<file path="src/rtl/aib_axi_bridge_follower_req_engine.sv">
`default_nettype none
// ============================================================================
// Module  : aib_axi_bridge_follower_req_engine (+ _fifo helper)
// Brief   : Follower-side AXI-MM request engine. AW/W/AR requests from the
//           AIB MAC RX are buffered in credit-sized FIFOs and replayed on an
//           AXI4 master port. B/R responses are returned through one-entry
//           output registers to the MAC TX. Each consumed FIFO entry emits
//           one registered credit-return pulse.
// Ports   : clk_wr/rst_wr        clock, synchronous active-high reset
//           rx_aw_*/rx_w_*/rx_ar_* requests from MAC RX (no backpressure)
//           *_credit_rtn         one-cycle credit return pulses
//           m_axi_*              AXI4 master port
//           tx_b_*/tx_r_*        responses to MAC TX
//           err_overflow/err_wlast sticky error flags
// Revision: 1.0 - initial release
// ============================================================================

// Synchronous show-ahead FIFO. A push while full is accepted only when a pop
// frees the head entry in the same cycle.
module aib_axi_bridge_follower_req_engine_fifo #(
  parameter int WIDTH = 8,
  parameter int DEPTH = 8
) (
  input  logic             clk,
  input  logic             rst,
  input  logic             push_i,
  input  logic [WIDTH-1:0] din_i,
  input  logic             pop_i,
  output logic [WIDTH-1:0] dout_o,
  output logic             empty_o,
  output logic             ovf_o
);
  localparam int PW = $clog2(DEPTH);

  logic [WIDTH-1:0] mem_q [DEPTH];
  logic [PW:0]      wptr_q, rptr_q;
  logic             full, do_push, do_pop;

  assign empty_o = (wptr_q == rptr_q);
  assign full    = (wptr_q[PW] != rptr_q[PW]) && (wptr_q[PW-1:0] == rptr_q[PW-1:0]);
  assign do_pop  = pop_i && !empty_o;
  assign do_push = push_i && (!full || do_pop);
  assign ovf_o   = push_i && full && !do_pop;
  assign dout_o  = mem_q[rptr_q[PW-1:0]];

  always_ff @(posedge clk) begin
    if (rst) begin
      wptr_q <= '0;
      rptr_q <= '0;
    end else begin
      if (do_push) wptr_q <= wptr_q + 1'b1;
      if (do_pop)  rptr_q <= rptr_q + 1'b1;
    end
  end

  always_ff @(posedge clk) begin
    if (do_push) mem_q[wptr_q[PW-1:0]] <= din_i;
  end
endmodule

module aib_axi_bridge_follower_req_engine #(
  parameter int ADDRWIDTH = 32,
  parameter int IDWIDTH   = 4,
  parameter int DATAWIDTH = 128,
  parameter int AW_DEPTH  = 8,
  parameter int AR_DEPTH  = 8,
  parameter int W_DEPTH   = 16
) (
  input  logic                   clk_wr,
  input  logic                   rst_wr,
  input  logic                   rx_aw_valid,
  input  logic [IDWIDTH-1:0]     rx_aw_id,
  input  logic [ADDRWIDTH-1:0]   rx_aw_addr,
  input  logic [7:0]             rx_aw_len,
  input  logic [2:0]             rx_aw_size,
  input  logic [1:0]             rx_aw_burst,
  input  logic                   rx_w_valid,
  input  logic [DATAWIDTH-1:0]   rx_w_data,
  input  logic [DATAWIDTH/8-1:0] rx_w_strb,
  input  logic                   rx_w_last,
  input  logic                   rx_ar_valid,
  input  logic [IDWIDTH-1:0]     rx_ar_id,
  input  logic [ADDRWIDTH-1:0]   rx_ar_addr,
  input  logic [7:0]             rx_ar_len,
  input  logic [2:0]             rx_ar_size,
  input  logic [1:0]             rx_ar_burst,
  output logic                   aw_credit_rtn,
  output logic                   w_credit_rtn,
  output logic                   ar_credit_rtn,
  output logic [IDWIDTH-1:0]     m_axi_awid,
  output logic [ADDRWIDTH-1:0]   m_axi_awaddr,
  output logic [7:0]             m_axi_awlen,
  output logic [2:0]             m_axi_awsize,
  output logic [1:0]             m_axi_awburst,
  output logic                   m_axi_awvalid,
  input  logic                   m_axi_awready,
  output logic [DATAWIDTH-1:0]   m_axi_wdata,
  output logic [DATAWIDTH/8-1:0] m_axi_wstrb,
  output logic                   m_axi_wlast,
  output logic                   m_axi_wvalid,
  input  logic                   m_axi_wready,
  input  logic [IDWIDTH-1:0]     m_axi_bid,
  input  logic [1:0]             m_axi_bresp,
  input  logic                   m_axi_bvalid,
  output logic                   m_axi_bready,
  output logic [IDWIDTH-1:0]     m_axi_arid,
  output logic [ADDRWIDTH-1:0]   m_axi_araddr,
  output logic [7:0]             m_axi_arlen,
  output logic [2:0]             m_axi_arsize,
  output logic [1:0]             m_axi_arburst,
  output logic                   m_axi_arvalid,
  input  logic                   m_axi_arready,
  input  logic [IDWIDTH-1:0]     m_axi_rid,
  input  logic [DATAWIDTH-1:0]   m_axi_rdata,
  input  logic [1:0]             m_axi_rresp,
  input  logic                   m_axi_rlast,
  input  logic                   m_axi_rvalid,
  output logic                   m_axi_rready,
  output logic                   tx_b_valid,
  input  logic                   tx_b_ready,
  output logic [IDWIDTH-1:0]     tx_b_id,
  output logic [1:0]             tx_b_resp,
  output logic                   tx_r_valid,
  input  logic                   tx_r_ready,
  output logic [IDWIDTH-1:0]     tx_r_id,
  output logic [DATAWIDTH-1:0]   tx_r_data,
  output logic [1:0]             tx_r_resp,
  output logic                   tx_r_last,
  output logic                   err_overflow,
  output logic                   err_wlast
);
  localparam int STRBW = DATAWIDTH / 8;
  localparam int AXW   = IDWIDTH + ADDRWIDTH + 13;
  localparam int WW    = DATAWIDTH + STRBW + 1;

  typedef enum logic [1:0] {WR_IDLE = 2'd0, WR_ADDR = 2'd1, WR_DATA = 2'd2} wr_state_t;

  wr_state_t state_q, state_d;
  logic [7:0] beat_cnt_q, beat_cnt_d;

  logic [AXW-1:0] aw_head, ar_head;
  logic [WW-1:0]  w_head;
  logic aw_empty, w_empty, ar_empty;
  logic aw_ovf, w_ovf, ar_ovf;
  logic aw_pop, w_pop, ar_pop;
  logic w_head_last;

  logic aw_credit_q, w_credit_q, ar_credit_q;
  logic err_overflow_q, err_wlast_q;
  logic tx_b_valid_q, tx_r_valid_q;
  logic [IDWIDTH-1:0]   tx_b_id_q, tx_r_id_q;
  logic [1:0]           tx_b_resp_q, tx_r_resp_q;
  logic [DATAWIDTH-1:0] tx_r_data_q;
  logic                 tx_r_last_q;
  logic b_cap, r_cap;

  aib_axi_bridge_follower_req_engine_fifo #(.WIDTH(AXW), .DEPTH(AW_DEPTH)) u_aw_fifo (
    .clk(clk_wr), .rst(rst_wr), .push_i(rx_aw_valid),
    .din_i({rx_aw_id, rx_aw_addr, rx_aw_len, rx_aw_size, rx_aw_burst}),
    .pop_i(aw_pop), .dout_o(aw_head), .empty_o(aw_empty), .ovf_o(aw_ovf));

  aib_axi_bridge_follower_req_engine_fifo #(.WIDTH(WW), .DEPTH(W_DEPTH)) u_w_fifo (
    .clk(clk_wr), .rst(rst_wr), .push_i(rx_w_valid),
    .din_i({rx_w_data, rx_w_strb, rx_w_last}),
    .pop_i(w_pop), .dout_o(w_head), .empty_o(w_empty), .ovf_o(w_ovf));

  aib_axi_bridge_follower_req_engine_fifo #(.WIDTH(AXW), .DEPTH(AR_DEPTH)) u_ar_fifo (
    .clk(clk_wr), .rst(rst_wr), .push_i(rx_ar_valid),
    .din_i({rx_ar_id, rx_ar_addr, rx_ar_len, rx_ar_size, rx_ar_burst}),
    .pop_i(ar_pop), .dout_o(ar_head), .empty_o(ar_empty), .ovf_o(ar_ovf));

  assign {m_axi_awid, m_axi_awaddr, m_axi_awlen, m_axi_awsize, m_axi_awburst} = aw_head;
  assign {m_axi_arid, m_axi_araddr, m_axi_arlen, m_axi_arsize, m_axi_arburst} = ar_head;
  assign {m_axi_wdata, m_axi_wstrb, w_head_last} = w_head;

  // Read path: AR FIFO head is presented directly.
  assign m_axi_arvalid = !ar_empty;
  assign ar_pop        = m_axi_arvalid && m_axi_arready;

  // Write FSM: one burst in flight; wlast comes from the beat counter only.
  always_comb begin
    state_d       = state_q;
    beat_cnt_d    = beat_cnt_q;
    aw_pop        = 1'b0;
    w_pop         = 1'b0;
    m_axi_awvalid = 1'b0;
    m_axi_wvalid  = 1'b0;
    m_axi_wlast   = 1'b0;
    case (state_q)
      WR_IDLE: begin
        if (!aw_empty) state_d = WR_ADDR;
      end
      WR_ADDR: begin
        m_axi_awvalid = 1'b1;
        if (m_axi_awready) begin
          aw_pop     = 1'b1;
          beat_cnt_d = m_axi_awlen;
          state_d    = WR_DATA;
        end
      end
      WR_DATA: begin
        m_axi_wvalid = !w_empty;
        m_axi_wlast  = (beat_cnt_q == 8'd0);
        if (m_axi_wvalid && m_axi_wready) begin
          w_pop      = 1'b1;
          beat_cnt_d = beat_cnt_q - 8'd1;
          if (beat_cnt_q == 8'd0) state_d = WR_IDLE;
        end
      end
      default: state_d = WR_IDLE;
    endcase
  end

  // Response skid registers: accept a new response whenever the slot is
  // empty or being drained this cycle. Held off entirely during reset.
  assign m_axi_bready = !rst_wr && (!tx_b_valid_q || tx_b_ready);
  assign m_axi_rready = !rst_wr && (!tx_r_valid_q || tx_r_ready);
  assign b_cap        = m_axi_bvalid && m_axi_bready;
  assign r_cap        = m_axi_rvalid && m_axi_rready;

  always_ff @(posedge clk_wr) begin
    if (rst_wr) begin
      state_q        <= WR_IDLE;
      beat_cnt_q     <= 8'd0;
      aw_credit_q    <= 1'b0;
      w_credit_q     <= 1'b0;
      ar_credit_q    <= 1'b0;
      err_overflow_q <= 1'b0;
      err_wlast_q    <= 1'b0;
      tx_b_valid_q   <= 1'b0;
      tx_r_valid_q   <= 1'b0;
    end else begin
      state_q        <= state_d;
      beat_cnt_q     <= beat_cnt_d;
      aw_credit_q    <= aw_pop;
      w_credit_q     <= w_pop;
      ar_credit_q    <= ar_pop;
      err_overflow_q <= err_overflow_q || aw_ovf || w_ovf || ar_ovf;
      err_wlast_q    <= err_wlast_q || (w_pop && (w_head_last != (beat_cnt_q == 8'd0)));
      if (b_cap)           tx_b_valid_q <= 1'b1;
      else if (tx_b_ready) tx_b_valid_q <= 1'b0;
      if (r_cap)           tx_r_valid_q <= 1'b1;
      else if (tx_r_ready) tx_r_valid_q <= 1'b0;
    end
  end

  // Response payloads need no reset; they are qualified by the valid bits.
  always_ff @(posedge clk_wr) begin
    if (b_cap) begin
      tx_b_id_q   <= m_axi_bid;
      tx_b_resp_q <= m_axi_bresp;
    end
    if (r_cap) begin
      tx_r_id_q   <= m_axi_rid;
      tx_r_data_q <= m_axi_rdata;
      tx_r_resp_q <= m_axi_rresp;
      tx_r_last_q <= m_axi_rlast;
    end
  end

  assign aw_credit_rtn = aw_credit_q;
  assign w_credit_rtn  = w_credit_q;
  assign ar_credit_rtn = ar_credit_q;
  assign err_overflow  = err_overflow_q;
  assign err_wlast     = err_wlast_q;
  assign tx_b_valid    = tx_b_valid_q;
  assign tx_b_id       = tx_b_id_q;
  assign tx_b_resp     = tx_b_resp_q;
  assign tx_r_valid    = tx_r_valid_q;
  assign tx_r_id       = tx_r_id_q;
  assign tx_r_data     = tx_r_data_q;
  assign tx_r_resp     = tx_r_resp_q;
  assign tx_r_last     = tx_r_last_q;
endmodule
`default_nettype wire

</file>
<file path="config.mk">
export PLATFORM = sky130hd
export DESIGN_NAME = aib_axi_bridge_follower_req_engine
export DESIGN_NICKNAME = d
export VERILOG_FILES = /design/src/rtl/aib_axi_bridge_follower_req_engine.sv
export SDC_FILE = /design/constraint.sdc
export NUM_CORES = 2
export LEC_CHECK = 0
export ABC_AREA = 0
export CORE_UTILIZATION = 45
export CTS_CLUSTER_SIZE = 20
export DETAILED_ROUTE_END_ITERATION = 8
export GPL_TIMING_DRIVEN = 0
export SYNTH_ARGS = -nofsm -noshare
export SYNTH_HDL_FRONTEND = slang
export SYNTH_HIERARCHICAL = 1
export SYNTH_SLANG_ARGS = --single-unit
</file>
<file path="constraint.sdc">
create_clock -name clk_wr -period 13.5 [get_ports clk_wr]
set_input_delay 2.025 -clock clk_wr [delete_from_list [all_inputs] [get_ports clk_wr]]
set_output_delay 2.025 -clock clk_wr [all_outputs]
set_load 0.01 [all_outputs]
</file>
# After elaboration in Yosys (flattened, before gate mapping)
# Memories as Yosys holds them, arrays and structs flattened. A register that Yosys moved wholly into a read port is not among the register bits.
# Index checks and enable logic that the tools add are counted.
[classes]
add_sub_neg = 7
eq_ne = 16
muxes = 31
n_reduce_logical = 50
[ops]
columns = ["op", "n"]
rows = [
  ["$logic_and 1x1->1", 22],
  ["$mux 1", 17],
  ["$add 4x1->4 const B", 4],
  ["$mux 8", 2],
  ["$pmux 8 s2", 1],
  ["$eq 4x4->1", 3],
  ["$logic_not 1->1", 12],
  ["$mux 3", 4],
  ["$add 5x1->5 const B", 2],
  ["$logic_or 1x1->1", 9],
  ["$logic_not 8->1", 1],
  ["$mux 2", 4],
  ["$mux 4", 2],
  ["$ne 2x2->1 const B", 4],
  ["$sub 8x1->8 const B", 1],
  ["$eq 3x3->1", 2],
  ["$pmux 2 s3", 1],
  ["$reduce_bool 2->1", 3],
  ["$eq 5x5->1", 1],
  ["$ne 1x1->1", 4],
  ["$reduce_and 4->1", 1],
  ["$reduce_and 3->1", 1],
  ["$eq 2x1->1 const B", 1],
  ["$eq 2x2->1 const B", 1],
  ["$logic_not 2->1", 1],
]
[word_totals]
register_bits = 184
ram_bits = 3104
input_bits = 396
output_inout_bits = 396
word_cells = 128
n_memories = 3
[memory_table]
columns = ["memory", "depth", "word_bits", "read_ports", "rd_clocked_by_memory_dff", "write_ports", "line_no", "text"]
rows = [
  ["u_w_fifo.mem_q", 16, 145, 1, 1, 1, "35", "logic [WIDTH-1:0] mem_q [DEPTH];"],
  ["u_ar_fifo.mem_q", 8, 49, 1, 1, 1, "35", ""],
  ["u_aw_fifo.mem_q", 8, 49, 1, 1, 1, "35", ""],
]

# Logic depth before layout (Yosys ltp)
[depth]
depth_word = 10
mapped_depth = 13
mapped_depth_nobuf = 11

# Modules after synthesis
# Netlist, hierarchy kept.
[modules_own_cells]
columns = ["mod", "instances", "cells_per_inst", "area_per_inst_um2", "seq_area_each_um2"]
rows = [
  ["aib_axi_bridge_follower_req_engine_fifo at u_w_fifo", 1, 3557, 88334.7, 69947.1],
  ["aib_axi_bridge_follower_req_engine_fifo at u_ar_fifo ...", 2, 649, 15313.4, 11991.5],
  ["aib_axi_bridge_follower_req_engine", 1, 251, 5109.9, 4574.4],
]

# Worst setup path after synthesis
# OpenSTA, ideal clock, no wires.
[synth_path]
kind = "input -> register"
start = "input m_axi_wready"
end = "register u_w_fifo.wptr_q[4]"
arrival_time_ns = 10.524
setup_slack_ns = 2.881
stages = 5
path_buffers = 0
cell_sequence = "nand4bb_1 inv_1 nor2_1 a21oi_1 mux2_2"
[synth_via]
elab_chain_cells = 6
[synth_lines]
columns = ["element", "line_no", "text"]
rows = [
  ["start, declared", "101", "input logic m_axi_wready,"],
  ["$logic_and 1x1->1", "204", "if (m_axi_wvalid && m_axi_wready) begin"],
  ["$mux 1", "204", ""],
  ["$mux 1", "189", "case (state_q)"],
  ["via w_pop", "145", "logic aw_pop, w_pop, ar_pop;"],
  ["$logic_and 1x1->1", "41", "assign do_pop = pop_i && !empty_o;"],
  ["$logic_or 1x1->1", "42", "assign do_push = push_i && (!full || do_pop);"],
  ["$logic_and 1x1->1", "42", ""],
  ["end signal, assigned", "51", "if (do_push) wptr_q <= wptr_q + 1'b1;"],
  ["end, declared", "36", "logic [PW:0] wptr_q, rptr_q;"],
]
# The timed path passes the listed nets, and every way through them passes these cells.
# A chain may end at the register's enable or synchronous reset.

==> run metrics <==
status=finished, final reports clean; Reg clk slew, reported paths=~0.06 ns; Iter 0 DRT Violations=roughly 5,300; RSZ-0062 raised after global routing=false; Mapped Area=~120,000 sq um; min Tclk post-route=between 7 and 8 ns; drt pass-1 iters=5; later-pin clock latency in the skew report=between 0.9 and 1 ns; setup TNS=0 ns; Syn Area/Cell=roughly 24 sq um; Ports=around 790; dominant synthesized flop cell=edfxtp_1; post-CTS setup buffer count=0; Worst path most repeated cell=buf_2; Worst Skew=0.04633 ns; FP Rows=roughly 190; first-pass GRT wire length=463.0 mm; Die ar.=277,800 sq um; worst path required time=~11 ns; final worst-path cycle share=between 50% and 60%; Detail Route Antenna Nets=0; initial antenna violation count=80; VDD IR max=between 0.1 and 0.15 mV; final hold viol count=0; post-synthesis sequential element count=~3,300; worst slew pin tran=between 1 and 1.5 ns; syn nets=5,513; RD Place Congestion=0.8505; drt total wl=approximately 330 mm; maxcap violations=0; vias in the first global route=between 60,000 and 70,000; cell chain of the critical path=buf_2, buf_2, clkbuf_1, buf_2, mux4_2, mux2i_1, a21oi_1, clkdlybuf4s50_1; HP Class=reg2reg; die height=between 500 and 600 microns; critical path class=reg2out; Slew Limit Fails=0; clk sink count=3,298; # nets final=between 6,000 and 7,000; Cell variety after synth=56; total number of vias=between 50,000 and 60,000; YS warnings=6; P_leak=0.04627 uW; most common cell after layout, fill and taps aside=edfxtp_1; Synth Instances=5,106; CP max stage cell=clkbuf_1; largest net degree at the start of global routing=just over 60; total CTS buffers=346; critical path launch point type=flip-flop; Post-CTS Hold Fix Bufs=0; CP delay by family, top=buffers and inverters; Detailed Place HPWL=around 210 mm; clock tree buffer depth=4; Root Driver=clkbuf_16; total grt overflow=0; vias per cell=5.762; Worst Path Buf+Inv=5; ratio of cells with drive above 1 in the final layout=26.20%; CP peak stage delay=1.04 ns; CTS tree=built; hold path start=err_wlast$_SDFF_PP0_; Initial Util=45.30%; Remaining DRCs=0; Tot GR Track Use=between 20% and 30%; fillers=20,540; core area=273,900 sq um; final core occ=between 50% and 60%; CP arrival=between 5 and 6 ns; P&R area growth vs syn=21.32%; sequential fraction of the synthesis area=79.39%; crit end category=output pin; Max Fclk=approximately 140 MHz; most frequent cells in the layout=3,245 x edfxtp_1, 848 x mux4_2, 791 x clkdlybuf4s50_1; IO buf count=791; power density over the cells=roughly 150 nW/um^2; hold slack=roughly 0.49 ns; crit path max fanout=10; async set-reset flop share out of synthesis=0%; wire per inst=between 30 and 40 microns; final worst slack=approximately 6.3 ns; Slew headroom=1.563%; r2r startpoint=u_w_fifo/wptr_q[2]$_SDFFE_PP0P_; setup violators final=0; number of synthesized flops with an enable pin=about 3,200; pre-CTS setup slack=between 7 and 8 ns; H-tree levels=5; cts repair resizes=0; Die X=527.1 microns
==> cells by family (layout without fill, tap and decap cells) <==
kind of cell	Yosys count	in the layout	share of synthesized area (%)
DFF	3298	3298	79.39
muxes	1027	1027	16.94
buffers and inverters	284	1857	1.151
and+or+nand+nor	254	254	1.170
AOI/OAI and AO/OA	216	216	1.121
xor gates and xnor gates	16	16	0.1129
adders and majority gates	11	11	0.1109
other	0	28	0
==> state kept, by name, summed over array words and instances, names as in the netlist, 2 cells and up, named ones only <==
| name | count |
|---|---|
| u_aw_fifo/rptr_q | 4 |
| u_aw_fifo/wptr_q | 4 |
| beat_cnt_q | 8 |
| u_ar_fifo/wptr_q | 4 |
| u_w_fifo/wptr_q | 5 |
| u_ar_fifo/rptr_q | 4 |
| tx_r_data | 128 |
| u_ar_fifo/mem_q | 392 |
| tx_r_id | 4 |
| u_w_fifo/rptr_q | 5 |
| tx_r_resp | 2 |
| tx_b_id | 4 |
| state_q | 2 |
| u_w_fifo/mem_q | 2320 |
| u_aw_fifo/mem_q | 392 |
| tx_b_resp | 2 |
==> worst paths after layout <==
path,to,cells after the start,slack [ns]
worst min register to register,err_wlast$_SDFF_PP0_,2,0.49
worst min-delay path,err_wlast$_SDFF_PP0_,2,0.49
worst max register to register,u_w_fifo/mem_q[11][66]$_DFFE_PP_,15,8.22
worst max-delay path,m_axi_wdata[111],8,6.27
==> layout make-up <==
cell class	instances	area, sq um	area share [%]
multi-input combinational	1524	24310	16.15
buffer	259	1336	0.8878
clock buffer	426	9128	6.064
antenna	28	70.07	0.04655
tap	3589	4491	2.983
timing repair buffer	938	10620	7.058
clock inverter	209	1968	1.308
inverter	25	93.84	0.06234
sequential	3298	98500	65.44
==> Yosys cell counts (all sizes together), types with 17 or more instances <==
cell type / instances / area (sq um)
a211oi: 78 / 585.6
a21oi: 88 / 444.2
buf: 142 / 894.6
clkbuf: 117 / 439.2
dfxtp: 53 / 1061
edfxtp: 3245 / 97440
inv: 25 / 93.84
mux2: 103 / 1160
mux2i: 76 / 760.7
mux4: 848 / 19100
nand2: 27 / 101.4
nor2: 44 / 167.7
nor2b: 85 / 531.8
o21ai: 17 / 85.08
==> routing by layer <==
metal	part of all wire, %	vias to the layer above	track usage (%)
met1	40	32150	30.95
met2	49	1979	38.82
li1	-	24610	-
met4	3.5	60	8.070
met5	0.11	-	0
met3	7.2	531	5.536
==> where the power goes <==
| part | switching, uW | total (uW) | internal (uW) |
|---|---|---|---|
| clock | 3940 | 9330 | 5400 |
| combinational | 1020 | 1980 | 955 |
| sequential | 81.9 | 11700 | 11600 |
| total | 5040 | 23000 | 17900 |
==> stage by stage <==
stage | area, sq um | std cells | total power, uW
6_report | 150500 | 10300 | 22990
2_1_floorplan | 124100 | 5106 | 12840
5_1_grt | 150500 | 10280 | 23710
3_3_place_gp | 136500 | 9486 | 13840
4_1_cts | 150500 | 10270 | 23240
3_5_place_dp | 139400 | 9633 | 13900
==> worst register-to-register path: stages, from the launching register on <==
cell and delay, ns:
dfxtp_1 0.29, buf_2 0.18, xnor2_1 0.15, and4_1 0.19
clkbuf_1 0.19, nand2_1 0.32, inv_1 0.12, nand4bb_1 0.28
inv_1 0.37, nor2_1 0.21, a21oi_2 0.38, clkbuf_1 0.41
and3_4 0.80, buf_16 0.34, buf_16 0.32, buf_16 0.33
No activity file was read; power rests on OpenSTA's default activity.
